### src/rtl/div_sequencer_if.sv
// Issue/writeback handshake plus launch/completion bus to the SRT divider.
// The sequencer takes the slave side; the issue stage and divider model the master side.
interface div_sequencer_if #(
  parameter int XLEN  = 32,
  parameter int TAG_W = 5
);
  logic             req_valid;
  logic             req_ready;
  logic [1:0]       req_op;
  logic [XLEN-1:0]  req_rs1;
  logic [XLEN-1:0]  req_rs2;
  logic [TAG_W-1:0] req_tag;
  logic             flush;

  logic             resp_valid;
  logic             resp_ready;
  logic [XLEN-1:0]  resp_data;
  logic [TAG_W-1:0] resp_tag;
  logic             busy;

  logic             div_start;
  logic [XLEN-1:0]  div_dividend;
  logic [XLEN-1:0]  div_divisor;
  logic             div_is_signed;
  logic [XLEN-1:0]  div_quotient;
  logic [XLEN-1:0]  div_remainder;
  logic             div_done;
  logic             div_by_zero;

  modport master (
    output req_valid, req_op, req_rs1, req_rs2, req_tag, flush, resp_ready,
           div_quotient, div_remainder, div_done, div_by_zero,
    input  req_ready, resp_valid, resp_data, resp_tag, busy,
           div_start, div_dividend, div_divisor, div_is_signed
  );

  modport slave (
    input  req_valid, req_op, req_rs1, req_rs2, req_tag, flush, resp_ready,
           div_quotient, div_remainder, div_done, div_by_zero,
    output req_ready, resp_valid, resp_data, resp_tag, busy,
           div_start, div_dividend, div_divisor, div_is_signed
  );
endinterface

### src/rtl/div_sequencer.sv
// Sequences one integer divide/remainder op through an external SRT divider,
// resolving divide-by-zero and signed overflow locally without launching it.
//
// state  | meaning
// IDLE   | ready for a new op
// LAUNCH | div_start pulse to the divider
// WAIT   | divider running, result pending
// DRAIN  | flushed op still running in the divider; result discarded
// RESP   | result held on resp_* until writeback takes it
module div_sequencer #(
  parameter int XLEN  = 32,  // core datapath width
  parameter int TAG_W = 5
) (
  input  logic          clk,
  input  logic          rst,
  div_sequencer_if.slave bus
);

  typedef enum logic [2:0] {
    IDLE   = 3'd0,
    LAUNCH = 3'd1,
    WAIT   = 3'd2,
    DRAIN  = 3'd3,
    RESP   = 3'd4
  } state_t;

  localparam logic [XLEN-1:0] ALL_ONES = {XLEN{1'b1}};
  localparam logic [XLEN-1:0] MIN_NEG  = {1'b1, {(XLEN-1){1'b0}}};

  state_t           r_state;
  logic [XLEN-1:0]  r_rs1;
  logic [XLEN-1:0]  r_rs2;
  logic [TAG_W-1:0] r_tag;
  logic             r_is_signed;
  logic             r_want_rem;
  logic [XLEN-1:0]  r_result;
  logic             r_resp_valid;
  logic             r_div_start;

  logic w_req_ready;
  logic w_accept;
  logic w_signed_in;
  logic w_want_rem_in;
  logic w_div_zero;
  logic w_overflow;
  logic w_unused;

  assign w_req_ready   = (r_state == IDLE);
  assign w_accept      = bus.req_valid & w_req_ready & ~bus.flush;
  assign w_signed_in   = ~bus.req_op[0];
  assign w_want_rem_in = bus.req_op[1];
  assign w_div_zero    = (bus.req_rs2 == '0);
  assign w_overflow    = w_signed_in & (bus.req_rs1 == MIN_NEG) & (bus.req_rs2 == ALL_ONES);

  // Divide-by-zero never reaches the divider, so its own flag carries no information.
  assign w_unused = bus.div_by_zero;

  always_ff @(posedge clk or posedge rst) begin
    if (rst) begin
      r_state      <= IDLE;
      r_rs1        <= '0;
      r_rs2        <= '0;
      r_tag        <= '0;
      r_is_signed  <= 1'b0;
      r_want_rem   <= 1'b0;
      r_result     <= '0;
      r_resp_valid <= 1'b0;
      r_div_start  <= 1'b0;
    end else begin
      r_div_start <= 1'b0;
      case (r_state)
        IDLE: begin
          if (w_accept) begin
            r_rs1       <= bus.req_rs1;
            r_rs2       <= bus.req_rs2;
            r_tag       <= bus.req_tag;
            r_is_signed <= w_signed_in;
            r_want_rem  <= w_want_rem_in;
            if (w_div_zero) begin
              r_result     <= w_want_rem_in ? bus.req_rs1 : ALL_ONES;
              r_resp_valid <= 1'b1;
              r_state      <= RESP;
            end else if (w_overflow) begin
              r_result     <= w_want_rem_in ? '0 : MIN_NEG;
              r_resp_valid <= 1'b1;
              r_state      <= RESP;
            end else begin
              r_div_start <= 1'b1;
              r_state     <= LAUNCH;
            end
          end
        end
        LAUNCH: begin
          r_state <= bus.flush ? DRAIN : WAIT;
        end
        WAIT: begin
          // A flush coinciding with completion has nothing left to drain.
          if (bus.flush) begin
            r_state <= bus.div_done ? IDLE : DRAIN;
          end else if (bus.div_done) begin
            r_result     <= r_want_rem ? bus.div_remainder : bus.div_quotient;
            r_resp_valid <= 1'b1;
            r_state      <= RESP;
          end
        end
        DRAIN: begin
          if (bus.div_done) begin
            r_state <= IDLE;
          end
        end
        RESP: begin
          if (bus.flush || bus.resp_ready) begin
            r_resp_valid <= 1'b0;
            r_state      <= IDLE;
          end
        end
        default: begin
          r_resp_valid <= 1'b0;
          r_state      <= IDLE;
        end
      endcase
    end
  end

  assign bus.req_ready     = w_req_ready;
  assign bus.busy          = ~w_req_ready;
  assign bus.resp_valid    = r_resp_valid;
  assign bus.resp_data     = r_result;
  assign bus.resp_tag      = r_tag;
  assign bus.div_start     = r_div_start;
  assign bus.div_dividend  = r_rs1;
  assign bus.div_divisor   = r_rs2;
  assign bus.div_is_signed = r_is_signed;

endmodule

### src/flat_wrapper.sv
// flat-port wrapper written by rule: the top's interface ports become plain ports
module div_sequencer_flat 
#(
  parameter int XLEN  = 32,                        
  parameter int TAG_W = 5
)
  (clk, rst, bus_req_valid, bus_req_op, bus_req_rs1, bus_req_rs2, bus_req_tag, bus_flush, bus_resp_ready, bus_div_quotient, bus_div_remainder, bus_div_done, bus_div_by_zero, bus_req_ready, bus_resp_valid, bus_resp_data, bus_resp_tag, bus_busy, bus_div_start, bus_div_dividend, bus_div_divisor, bus_div_is_signed);
  div_sequencer_if #(.XLEN(XLEN), .TAG_W(TAG_W)) bus_i ();
  input  logic clk;
  input  logic rst;
  input wire logic [$bits(bus_i.req_valid)-1:0] bus_req_valid;
  input wire logic [$bits(bus_i.req_op)-1:0] bus_req_op;
  input wire logic [$bits(bus_i.req_rs1)-1:0] bus_req_rs1;
  input wire logic [$bits(bus_i.req_rs2)-1:0] bus_req_rs2;
  input wire logic [$bits(bus_i.req_tag)-1:0] bus_req_tag;
  input wire logic [$bits(bus_i.flush)-1:0] bus_flush;
  input wire logic [$bits(bus_i.resp_ready)-1:0] bus_resp_ready;
  input wire logic [$bits(bus_i.div_quotient)-1:0] bus_div_quotient;
  input wire logic [$bits(bus_i.div_remainder)-1:0] bus_div_remainder;
  input wire logic [$bits(bus_i.div_done)-1:0] bus_div_done;
  input wire logic [$bits(bus_i.div_by_zero)-1:0] bus_div_by_zero;
  output wire logic [$bits(bus_i.req_ready)-1:0] bus_req_ready;
  output wire logic [$bits(bus_i.resp_valid)-1:0] bus_resp_valid;
  output wire logic [$bits(bus_i.resp_data)-1:0] bus_resp_data;
  output wire logic [$bits(bus_i.resp_tag)-1:0] bus_resp_tag;
  output wire logic [$bits(bus_i.busy)-1:0] bus_busy;
  output wire logic [$bits(bus_i.div_start)-1:0] bus_div_start;
  output wire logic [$bits(bus_i.div_dividend)-1:0] bus_div_dividend;
  output wire logic [$bits(bus_i.div_divisor)-1:0] bus_div_divisor;
  output wire logic [$bits(bus_i.div_is_signed)-1:0] bus_div_is_signed;
  assign bus_i.req_valid = bus_req_valid;
  assign bus_i.req_op = bus_req_op;
  assign bus_i.req_rs1 = bus_req_rs1;
  assign bus_i.req_rs2 = bus_req_rs2;
  assign bus_i.req_tag = bus_req_tag;
  assign bus_i.flush = bus_flush;
  assign bus_i.resp_ready = bus_resp_ready;
  assign bus_i.div_quotient = bus_div_quotient;
  assign bus_i.div_remainder = bus_div_remainder;
  assign bus_i.div_done = bus_div_done;
  assign bus_i.div_by_zero = bus_div_by_zero;
  assign bus_req_ready = bus_i.req_ready;
  assign bus_resp_valid = bus_i.resp_valid;
  assign bus_resp_data = bus_i.resp_data;
  assign bus_resp_tag = bus_i.resp_tag;
  assign bus_busy = bus_i.busy;
  assign bus_div_start = bus_i.div_start;
  assign bus_div_dividend = bus_i.div_dividend;
  assign bus_div_divisor = bus_i.div_divisor;
  assign bus_div_is_signed = bus_i.div_is_signed;
  div_sequencer #(.XLEN(XLEN), .TAG_W(TAG_W)) u_core (.clk(clk), .rst(rst), .bus(bus_i));
endmodule
### config.mk
export PLATFORM = sky130hd
export DESIGN_NAME = div_sequencer_flat
export DESIGN_NICKNAME = d
export VERILOG_FILES = /design/src/rtl/div_sequencer_if.sv /design/src/rtl/div_sequencer.sv /design/src/flat_wrapper.sv
export SDC_FILE = /design/constraint.sdc
export NUM_CORES = 1
export LEC_CHECK = 0
export BUFFER_PORTS_ARGS = -buffer_cell sky130_fd_sc_hd__buf_4
export CAP_MARGIN = 20
export CELL_PAD_IN_SITES_DETAIL_PLACEMENT = 0
export CELL_PAD_IN_SITES_GLOBAL_PLACEMENT = 1
export CORE_UTILIZATION = 38
export DETAILED_ROUTE_END_ITERATION = 8
export GPL_TIMING_DRIVEN = 0
export PLACE_DENSITY = 0.94
export SLEW_MARGIN = 20
export SYNTH_ARGS = -nofsm -noshare
export SYNTH_HDL_FRONTEND = slang
export SYNTH_SLANG_ARGS = --single-unit
### constraint.sdc
create_clock -name clk -period 6.47 [get_ports clk]
set_input_delay 0.647 -clock clk [delete_from_list [all_inputs] [get_ports clk]]
set_output_delay 0.647 -clock clk [all_outputs]
set_load 0.03 [all_outputs]
# Yosys cells after proc, flatten, opt, wreduce, memory -nomap -nowiden
# Index checks and enable logic that the tools add are counted.
[totals] regBits=108 in_bits=142 out_inout_bits=106
[op_classes] eq_ne=13 mux=30 bitwise=8 n_reduce_logical=9
[op_table] op="32-bit two-way mux" n=8
[op_table] op="32-bit equality test (second input constant)" n=2
[op_table] op="32-bit one-hot mux with 2 select lines" n=1
[op_table] op="32-bit zero test" n=1
[op_table] op="3-bit two-way mux" n=7
[op_table] op="3-bit one-hot mux with 5 select lines" n=1
[op_table] op="1-bit two-way mux" n=11
[op_table] op="2-bit != test (second input constant)" n=4
[op_table] op="3-bit by 2-bit equality test with 1-bit output (second input constant)" n=2
[op_table] op="3-bit != test (second input constant)" n=2
[op_table] op="6-bit AND reduction" n=1
[op_table] op="5-bit AND reduction" n=1
[op_table] op="1-bit bitwise AND" n=4
[op_table] op="1-bit NOT" n=4
[op_table] op="1-bit one-hot mux with 4 select lines" n=1
[op_table] op="4-bit AND reduction" n=1
[op_table] op="3-bit by 1-bit equality test with 1-bit output (second input constant)" n=1
[op_table] op="3-bit equality test (second input constant)" n=1
[op_table] op="3-bit zero test" n=1
[op_table] op="2-bit two-way mux" n=1
[op_table] op="2-bit by 1-bit != test with 1-bit output (second input constant)" n=1
[op_table] op="2-bit AND reduction" n=1
[op_table] op="2-bit nonzero test" n=1
[op_table] op="2-bit OR reduction" n=1
[op_table] op="1-bit logical OR" n=1

# Longest topological paths before layout
# Gate-level depths: netlist of the first run.
[depth] depth_word=7 ltp_mapped=8

# Least setup slack after synthesis of the first run
# No wires, ideal clock.
[synth_path] path_type="input to register" startpoint="input port bus_req_rs1[10]" endpoint="register u_core.r_result[0] (netlist: u_core.bus.resp_data[0])" setup_time_ps=125 arrival_time_ps=2223 required_ps=6345 setup_slack_ps=4122 stages=7 n_path_buf=1 path_cell_list="or4_1 -> nor3_1 -> nand4_1 -> nor4_4 -> o41ai_2 -> buf_6 -> mux2_2"
[synth_between] elab_chain_len=5
[synth_rtl] element="start, declared" line="flat_wrapper.sv:13" source="input wire logic [$bits(bus_i.req_rs1)-1:0] bus_req_rs1;"
[synth_rtl] element="32-bit equality test" line="div_sequencer.sv:53" source="assign w_overflow = w_signed_in & (bus.req_rs1 == MIN_NEG) & (bus.req_rs2 == ALL_ONES);"
[synth_rtl] element="1-bit bitwise AND (2 in a row)" line="div_sequencer.sv:53"
[synth_rtl] element="3-bit != test (no line)"
[synth_rtl] element="5-bit AND reduction (no line)"
[synth_rtl] element="end signal, assigned" line="div_sequencer.sv:80" source="r_result <= w_want_rem_in ? bus.req_rs1 : ALL_ONES;"
[synth_rtl] element="end signal, assigned" line="div_sequencer.sv:84" source="r_result <= w_want_rem_in ? '0 : MIN_NEG;"
[synth_rtl] element="end signal, assigned" line="div_sequencer.sv:101" source="r_result <= r_want_rem ? bus.div_remainder : bus.div_quotient;"
[synth_rtl] element="end, declared" line="div_sequencer.sv:36" source="logic [XLEN-1:0] r_result;"
# Every way passes these cells.
# A chain may end at the register's enable or synchronous reset.

# Worst setup path after layout of the first run
[layout_path] startpoint="input port bus_req_rs2[17]" endpoint="register u_core.r_result[27] (netlist: u_core.bus.resp_data[27])"
[layout_between] elab_chain_len=4 elab_cells_between_ends=8 classes_between="eq/ne (2); mux (3); bitwise (1); reduce/logical (2)"
[layout_rtl] element="start, declared" line="flat_wrapper.sv:14" source="input wire logic [$bits(bus_i.req_rs2)-1:0] bus_req_rs2;"
[layout_rtl] element="32-bit equality test or 32-bit zero test (tied branches)" line="div_sequencer.sv:53, div_sequencer.sv:52"
[layout_rtl] element="1-bit bitwise AND or 32-bit two-way mux (tied branches)" line="div_sequencer.sv:53, div_sequencer.sv:79"
[layout_rtl] element="3-bit != test (no line) or 32-bit two-way mux (tied branches)"
[layout_rtl] element="5-bit AND reduction (no line) or 32-bit one-hot mux with 2 select lines (tied branches)"
# Several ways; a longest one is shown, not always the timed one. The select of a mux whose other input is x is not followed.

==> summary.txt, run 1 <==
STA
  • Setup TNS: 0 ns
  • Max-slew violation count: 0
  • Tcrit/Tclk final: 41.5%
  • Worst hold slack: 0.333 ns
  • Final setup margin: 3.78 ns
  • Crit path time final: 2.69 ns
  • Setup Skew: 0.00427 ns
  • RSZ-0062 raised after global routing: false
  • Worst slew margin: 25.6%
  • Worst-Margin Slew: 1.10 ns
  • Final hold violations: 0
  • Fmax: 0.372 GHz
  • Final setup violation count: 0

Clock tree
  • H-tree levels: 3
  • Resized Gates After CTS: 0
  • Root buffer cell: clkbuf_16
  • CTS tree: done
  • Clock insertion delay at the later pin of the skew report: 0.35 ns
  • CTS Buffer Depth: 2
  • Clk sinks: 108
  • Worst-path clk slew: 0.07 ns
  • Cts bufs inserted: 9
  • Postcts setup bufs: 0
  • Cts hold-fix bufs: 0

Synth
  • Synth cell types: 28
  • Post-synthesis register bit count: 108
  • Warnings, synthesis: 0
  • Register area share after synthesis: 51.9%
  • Mapped Area: 5210 um^2
  • Post-synth net total: 568
  • Top-area cell type share of the netlist area: 51.9%
  • Largest cells by area after synthesis: dfrtp_1 52%, mux2_2 22%, mux2i_1 6.0%, nand2b_1 3.8%, o21ai_0 3.3%
  • Mapped Cells: 426
  • Mean post-synth cell area: 12.2 um^2
  • Main synth FF type: dfrtp_1
  • Ys async rst share: 100%
  • Number of synthesized flops with an enable pin: 0
  • Cell taking the most area after synthesis: dfrtp_1

Floorplanning
  • Die width: 119 um
  • Num rows: 42
  • Die area: 14200 um^2
  • Initial Util: 39.2%
  • I/O Pins: 248
  • CORE AREA: 13300 um^2
  • Chip height: 119 um

GRT
  • Initial antenna violation count: 0
  • Congestion Overflow GR: 0
  • Total Routing Usage GR: 22.7%
  • First-pass GRT wire length: 24800 um
  • Vias in the first global route: 4637
  • Largest net degree at the start of global routing: 58

Drt
  • Routed WL: 15700 um
  • Via count: 4438
  • Drt via density: 5.13
  • Remaining DRCs: 0
  • Initial DRC count: 190
  • Drt wl/cell: 18.1 um
  • Detailed Routing Iterations Pass 1: 4
  • DRT antenna net count: 0

Placement
  • Detailed placer's ending HPWL: 12500 um
  • Routability cong.: 0.837
  • PortBufs: 246
  • Cell Count Post-Placement: 849
  • DP Worst Slack: 3.45 ns

Cells and area
  • Antenna Cells: 0
  • Commonest non-fill, non-tap cell in the layout: buf_4
  • Area Overhead vs Synth: 45.9%
  • Layout Cells excl Fill: 865
  • Share of cells above drive strength 1: 54.7%
  • Most frequent cells in the layout: 246 x buf_4, 108 x dfrtp_1, 102 x mux2_2
  • Util after Layout: 57.2%
  • Fin nets: 826
  • Layout fillers: 1183
  • Reg area: 2700 um^2
  • Footprint of the multi-input gates: 2360 um^2

Worst hold path
  • Hold Crit Class: in2async

Setup path
  • Critical path startpoint category: input port
  • Worst endpoint data arrival time: 2.97 ns
  • WP data required: 6.76 ns
  • R2r setup slk: 4.09 ns
  • Element type at the critical path end: flop
  • Worst r2r dst: u_core.bus.div_dividend[6]$_DFFE_PP0P_
  • R2R depth: 7
  • Crit Path Category: in2reg
  • Crit path max fanout: 10
  • RR Startpoint: u_core.r_state[1]$_DFFE_PP0P_

Power and ir drop
  • Pwr per Cell Area: 505 nW/um^2
  • VDD IR max: 0.000324 V
  • Leak: 3.64 nW

Outcome
  • Status: completed

Run
  • Max-cap violation count: 0
## layout make-up
class | instances | share of cell area, %
clock inverter | 6 | 0.839
multi-input combinational | 287 | 31.1
inverter | 3 | 0.214
buffer | 28 | 1.78
timing repair buffer | 247 | 24.7
clock buffer | 10 | 3.01
sequential | 108 | 35.5
tap | 176 | 2.90
## routing by layer
| layer | vias up | global-route usage (%) | routed length (um) |
|---|---|---|---|
| li1 | 2065 | - | - |
| met1 | 2193 | 28.4 | 6600 |
| met2 | 161 | 38.6 | 7900 |
| met3 | 19 | 4.89 | 934 |
| met4 | 0 | 7.59 | 251 |
| met5 | - | 0 | 0 |
## kinds of logic (layout without fill, tap and decap cells)
group                  after synthesis  in the layout  synth area share, %
muxes                              133            133                 28.0
AOI/OAI and AO/OA                   40             40                 4.66
buffers and inverters               31            294                 2.81
and+or+nand+nor                    114            114                 12.7
DFF                                108            108                 51.9
## cell usage after synthesis (2+ instances only)
library cell and number:
mux2i_1 31, o21ai_0 34, nand3_1 32, inv_1 3
nand2b_1 32, or4_1 2, buf_6 3, buf_2 6
nor4_1 14, nor2_1 6, nand4_1 11, nor3_1 2
mux2_2 102, dfrtp_1 108, nand3b_1 2, clkbuf_1 19
nand2_1 8
## sequential cells by signal, summed over array words and instances (netlist names)
name / count
u_core.bus.div_is_signed: 1
u_core.bus.div_start: 1
u_core.bus.div_dividend: 32
u_core.bus.resp_data: 32
u_core.bus.resp_valid: 1
u_core.r_want_rem: 1
u_core.bus.div_divisor: 32
u_core.bus.resp_tag: 5
u_core.r_state: 3
## through the flow
stage / total power, mW / cell area (um^2)
4_1_cts: 3.87 / 7600
2_1_floorplan: 2.48 / 5210
3_3_place_gp: 3.25 / 7280
3_5_place_dp: 3.31 / 7310
5_1_grt: 4.02 / 7600
6_report: 3.84 / 7600
## power breakdown
part,switching (mW),total [mW],leakage (nW),internal (mW)
Sequential,0.186,1.20,1.34,1.01
Combinational,1.21,2.09,2.16,0.878
Clock,0.252,0.553,0.139,0.301
Total,1.65,3.84,3.64,2.19
## worst max path at each step
stage | startpoint | end
2_1_floorplan | rst | u_core.bus.div_dividend[0]$_DFFE_PP0P_
3_3_place_gp | rst | u_core.bus.div_dividend[20]$_DFFE_PP0P_
3_5_place_dp | bus_req_rs2[17] | u_core.bus.resp_data[27]$_DFFE_PP0P_
4_1_cts | bus_req_rs2[17] | u_core.bus.resp_data[27]$_DFFE_PP0P_
5_1_grt | bus_req_rs2[17] | u_core.bus.resp_data[27]$_DFFE_PP0P_
6_report | bus_req_rs2[17] | u_core.bus.resp_data[27]$_DFFE_PP0P_
## critical path, stage by stage
cell	delay, ns
buf_4	0.12
nor4_1	0.36
nand4_1	0.21
nor2_1	0.65
clkbuf_1	0.47
nand3_1	0.15
o21ai_0	0.16
mux2_2	0.21
No activity file was read; power rests on OpenSTA's default activity.
==> run 2: changes to the inputs <==
Settings changed: CORE_UTILIZATION 38 to 35, PLACE_DENSITY 0.94 to 0.88.
Clock period 6.47 ns to 2.5 ns, I/O delays scaled along.
==> run 2 against run 1 <==
  * Utilization decreased by 4.6 points
  * Cell count increased by 0.92%
  * Count of clock-buffer cells in the layout up 3
  * Combinational power grew to 2.6 times the previous value
  * Largest cell class unchanged
  * Sequential share of layout area decreased by 0.16 points
  * Worst hold slack got worse by 0.31 ns
  * Register-to-register slack worse by 3.9 ns
==> summary.txt, run 2 (synthesis results as in run 1) <==
GRT
  • First-pass GRT wire length: 23100 um
  • Initial antenna violation count: 0
  • Vias in the first global route: 4352
  • Largest net degree at the start of global routing: 35
  • Total Routing Usage GR: 20.4%
  • Congestion Overflow GR: 0

Drt
  • DRT antenna net count: 0
  • Drt wl/cell: 18.1 um
  • Initial DRC count: 143
  • Drt via density: 5.00
  • Via count: 4369
  • Remaining DRCs: 0
  • Routed WL: 15800 um
  • Detailed Routing Iterations Pass 1: 4

Placement
  • Cell Count Post-Placement: 859
  • Routability cong.: 0.792
  • Detailed placer's ending HPWL: 12600 um
  • DP Worst Slack: -0.122 ns
  • PortBufs: 246

Cells and area
  • Area Overhead vs Synth: 46.6%
  • Fin nets: 827
  • Most frequent cells in the layout: 246 x buf_4, 108 x dfrtp_1, 102 x mux2_2
  • Layout Cells excl Fill: 873
  • Commonest non-fill, non-tap cell in the layout: buf_4
  • Util after Layout: 52.6%
  • Share of cells above drive strength 1: 54.9%
  • Antenna Cells: 0

Clock tree
  • Cts hold-fix bufs: 0
  • Clk sinks: 108
  • Resized Gates After CTS: 1
  • Root buffer cell: clkbuf_16
  • Clock insertion delay at the later pin of the skew report: 0.35 ns
  • Postcts setup bufs: 0
  • H-tree levels: 3
  • CTS tree: done
  • CTS Buffer Depth: 2
  • Worst-path clk slew: 0.07 ns
  • Cts bufs inserted: 9

Setup path
  • R2r setup slk: 0.23 ns
  • WP data required: 2.79 ns
  • Worst endpoint data arrival time: 2.56 ns
  • Crit Path Category: in2reg
  • RR Startpoint: u_core.r_state[1]$_DFFE_PP0P_
  • Crit path max fanout: 10
  • R2R depth: 6
  • Element type at the critical path end: flop
  • Worst r2r dst: u_core.bus.div_dividend[2]$_DFFE_PP0P_
  • Critical path startpoint category: input port

STA
  • Worst slew margin: 45.5%
  • Crit path time final: 2.27 ns
  • Setup TNS: 0 ns
  • Worst hold slack: 0.0201 ns
  • Setup Skew: 0.00550 ns
  • Tcrit/Tclk final: 90.7%
  • Final setup violation count: 0
  • Worst-Margin Slew: 0.815 ns
  • Final hold violations: 0
  • Final setup margin: 0.233 ns
  • RSZ-0062 raised after global routing: false
  • Max-slew violation count: 0
  • Fmax: 0.441 GHz

Power and ir drop
  • Leak: 3.65 nW
  • VDD IR max: 0.000622 V
  • Pwr per Cell Area: 1290 nW/um^2

Floorplanning
  • I/O Pins: 248
  • Chip height: 124 um
  • CORE AREA: 14500 um^2
  • Die area: 15400 um^2
  • Num rows: 44
  • Die width: 124 um
  • Initial Util: 35.9%

Outcome
  • Status: completed

Run
  • Max-cap violation count: 0

Worst hold path
  • Hold Crit Class: in2async
run 2: cell count changes in the layout (fill, tap and decap cells not counted), sizes merged:
cell and delta:
buf +2, bufinv -1, clkbuf +2, clkinvlp -1
inv -2
run 2: worst max-delay path: stages:
cell	delay [ns]
buf_4	0.12
nor4_1	0.45
nand4_1	0.20
nor2_1	0.67
clkbuf_1	0.44
nand3_1	0.14
o21ai_0	0.10
mux2_2	0.17
run 2: stage by stage:
stage / power, mW / cell area, um^2
2_1_floorplan: 6.43 / 5220
3_3_place_gp: 8.43 / 7290
3_5_place_dp: 8.59 / 7370
4_1_cts: 9.97 / 7640
5_1_grt: 10.4 / 7640
6_report: 9.86 / 7640
run 2: per-layer routing:
layer | vias up | global-route usage (%) | share of wire, %
li1 | 2062 | - | -
met1 | 2134 | 25.9 | 43
met2 | 157 | 34.4 | 50
met3 | 16 | 3.62 | 5.4
met4 | 0 | 7.81 | 1.6
met5 | - | 0 | 0
run 2: worst max-delay path by stage:
stage                                              from                                endpoint  slack, ns  depth (start not counted)
after floorplan           u_core.r_state[1]$_DFFE_PP0P_  u_core.bus.div_dividend[0]$_DFFE_PP0P_       0.19                          7
after global placement                  bus_req_rs2[17]    u_core.bus.resp_data[23]$_DFFE_PP0P_      -0.16                          7
after detailed placement                bus_req_rs2[17]    u_core.bus.resp_data[15]$_DFFE_PP0P_      -0.12                          7
after CTS                 u_core.r_state[1]$_DFFE_PP0P_  u_core.bus.div_dividend[2]$_DFFE_PP0P_       0.10                          7
after global routing      u_core.r_state[1]$_DFFE_PP0P_  u_core.bus.div_dividend[2]$_DFFE_PP0P_      0.009                          6
final                                   bus_req_rs2[17]    u_core.bus.resp_data[13]$_DFFE_PP0P_       0.23                          8
run 2: report_power, final:
part / internal, mW / total (mW) / switching [mW]
Sequential: 2.62 / 3.10 / 0.483
Combinational: 2.28 / 5.41 / 3.13
Clock: 0.724 / 1.35 / 0.623
Total: 5.62 / 9.86 / 4.24
run 2: layout make-up:
class / count / area [um^2]
inverter: 3 / 15.0
tap: 184 / 230
clock inverter: 2 / 10.0
buffer: 27 / 133
sequential: 108 / 2700
fill: 1326 / 6900
clock buffer: 13 / 260
timing repair buffer: 249 / 1910
multi-input combinational: 287 / 2370
==> run 3: changes to the inputs <==
Settings changed: BUFFER_PORTS_ARGS -buffer_cell sky130_fd_sc_hd__buf_4 to default, CORE_UTILIZATION 35 to 43, DONT_BUFFER_PORTS from default to 1, PLACE_DENSITY 0.88 to 0.83, REMOVE_ABC_BUFFERS from default to 1.
Clock period 2.5 ns to 1.94 ns, I/O delays scaled along.
==> run 3 against run 2 <==
  * Cell count decreased by 25%
  * Power increased by 16%
  * Cell area decreased by 12%
  * Worst hold slack got worse by 0.0063 ns
  * Non-clock buffer count decreased by 175
  * The run now ends with DRC, setup timing left
  * First-iteration DRC count increased by 68%
==> summary.txt, run 3 (synthesis results as in run 1) <==
Outcome
  • Failing checks: DRC, setup timing
  • Status: finished, violations left

Drt
  • Remaining DRCs: 15
  • Drt wl/cell: 21.9 um
  • Routed WL: 14400 um
  • Detailed Routing Iterations Pass 1: 7
  • Via count: 3839
  • Initial DRC count: 240
  • Drt via density: 5.83
  • DRT antenna net count: 0

Setup path
  • Worst endpoint data arrival time: 2.17 ns
  • Element type at the critical path end: flop
  • Cell Chain, Critical Path: or3_4 > inv_6 > nand3b_1 > buf_6 > buf_8 > mux2_2
  • CP max stage delay: 0.48 ns
  • Critical path startpoint category: flop
  • Crit path max fanout: 31
  • CP max-delay cell: or3_4
  • Crit Path Category: reg2reg
  • Worst r2r dst: u_core.bus.resp_tag[3]$_DFFE_PP0P_
  • RR Startpoint: u_core.r_state[1]$_DFFE_PP0P_
  • R2r setup slk: -0.002 ns
  • R2R depth: 6
  • WP data required: 2.16 ns

Cells and area
  • Area Overhead vs Synth: 28.6%
  • Fin nets: 652
  • Util after Layout: 57.7%
  • Antenna Cells: 0
  • Commonest non-fill, non-tap cell in the layout: dfrtp_1
  • Most frequent cells in the layout: 104 x dfrtp_1, 102 x mux2_2, 70 x dlygate4sd3_1
  • Share of cells above drive strength 1: 31.8%

Worst hold path
  • Hold path start: bus_req_rs2[22]
  • Hold Crit Class: in2reg
  • Hold Path Cell Cnt: 1
  • WHS Endpoint: u_core.bus.div_divisor[22]$_DFFE_PP0P_

STA
  • Tcrit/Tclk final: 100%
  • Final hold violations: 0
  • Crit path time final: 1.94 ns
  • Max-slew violation count: 0
  • Setup TNS: -0.00201 ns
  • Final setup margin: -0.00201 ns
  • Setup Skew: 0.00482 ns
  • Worst slew margin: 67.3%
  • Final setup violation count: 1
  • Worst hold slack: 0.0138 ns
  • RSZ-0062 raised after global routing: true
  • Fmax: 0.515 GHz
  • Worst-Margin Slew: 0.487 ns

Placement
  • Detailed placer's ending HPWL: 9460 um
  • PortBufs: 0
  • Routability cong.: 0.751

GRT
  • First-pass GRT wire length: 21900 um
  • Total Routing Usage GR: 22.7%
  • Largest net degree at the start of global routing: 60
  • Initial antenna violation count: 0
  • Congestion Overflow GR: 0
  • Vias in the first global route: 4216

Floorplanning
  • Initial Util: 44.9%
  • Num rows: 39
  • CORE AREA: 11600 um^2
  • I/O Pins: 248
  • Die width: 112 um
  • Chip height: 112 um
  • Die area: 12600 um^2

Power and ir drop
  • Pwr per Cell Area: 1700 nW/um^2
  • VDD IR max: 0.000976 V
  • Leak: 2.87 nW
  • Total design power: 11.4 mW

Clock tree
  • H-tree levels: 3
  • CTS tree: done
  • Cts bufs inserted: 9
  • Worst-path clk slew: 0.07 ns
  • Clock insertion delay at the later pin of the skew report: 0.34 ns
  • Clk sinks: 108
  • Root buffer cell: clkbuf_16
  • CTS Buffer Depth: 2

Run
  • Max-cap violation count: 0
==> run 3: through the flow <==
step / instance area, um^2 / cells / worst slack [ns]
global placement: 5260 / 541 / -3.14
floorplan: 5080 / 398 / -1.96
detailed placement: 5450 / 552 / -1.18
finish: 6700 / 658 / -0.00201
global route: 6700 / 658 / -0.0437
CTS: 6580 / 648 / 0.00263
==> run 3: worst max-delay path by stage <==
stage                                   from                                      to  slack [ns]  cells past startpoint
2_1_floorplan  u_core.r_state[0]$_DFFE_PP0P_  u_core.bus.div_dividend[0]$_DFFE_PP0P_       -1.96                      4
3_3_place_gp                 bus_req_rs2[25]    u_core.bus.resp_data[24]$_DFFE_PP0P_       -3.14                      5
3_5_place_dp   u_core.r_state[0]$_DFFE_PP0P_      u_core.bus.resp_tag[1]$_DFFE_PP0P_       -1.18                      7
4_1_cts        u_core.r_state[1]$_DFFE_PP0P_    u_core.bus.resp_data[29]$_DFFE_PP0P_       0.003                      6
5_1_grt        u_core.r_state[1]$_DFFE_PP0P_   u_core.bus.div_divisor[8]$_DFFE_PP0P_       -0.04                      6
6_report       u_core.r_state[1]$_DFFE_PP0P_      u_core.bus.resp_tag[3]$_DFFE_PP0P_      -0.002                      6
==> run 3: critical path, delay by kind of cell, from the launching register on <==
kind	cells	cell delay (ns)
flip-flops	1	0.42
multiplexers	1	0.30
buffers and inverters	3	0.46
AND/OR/NAND/NOR	2	0.64
==> run 3: layout make-up <==
type                    instances  area (um^2)
multi-input cells             287         2410
repair buffers                101         1050
flip-flops and latches        108         2710
fillers                       915         4910
inverters                       3         21.3
well taps                     143          179
clock inverters                 5         83.8
clock buffers                  11          243
==> run 3: repair_timing <==
| item | 4_1_cts | 5_1_grt |
|---|---|---|
| endpoints found under the hold margin | 117 | 1 |
| pin swaps | 4 | 1 |
| cloned | 0 | 1 |
| resized for setup | 10 | 7 |
| buffers inserted | 12 | 8 |
| setup endpoints to repair | 99 | 79 |
| hold buffers | 69 | 1 |
==> run 3: report_power, final <==
part / internal [mW] / switching [mW] / total (mW)
Clock: 1.17 / 0.834 / 2.01
Sequential: 3.35 / 3.09 / 6.43
Combinational: 1.70 / 1.26 / 2.95
Total: 6.21 / 5.18 / 11.4
==> run 3: routing by layer <==
metal / up-vias / GRT usage (%) / wire length (um)
met5: - / 0 / 0
met4: 0 / 7.47 / 214
met3: 20 / 5.89 / 1040
met2: 175 / 41.9 / 7600
met1: 1927 / 25.5 / 5520
li1: 1717 / - / -
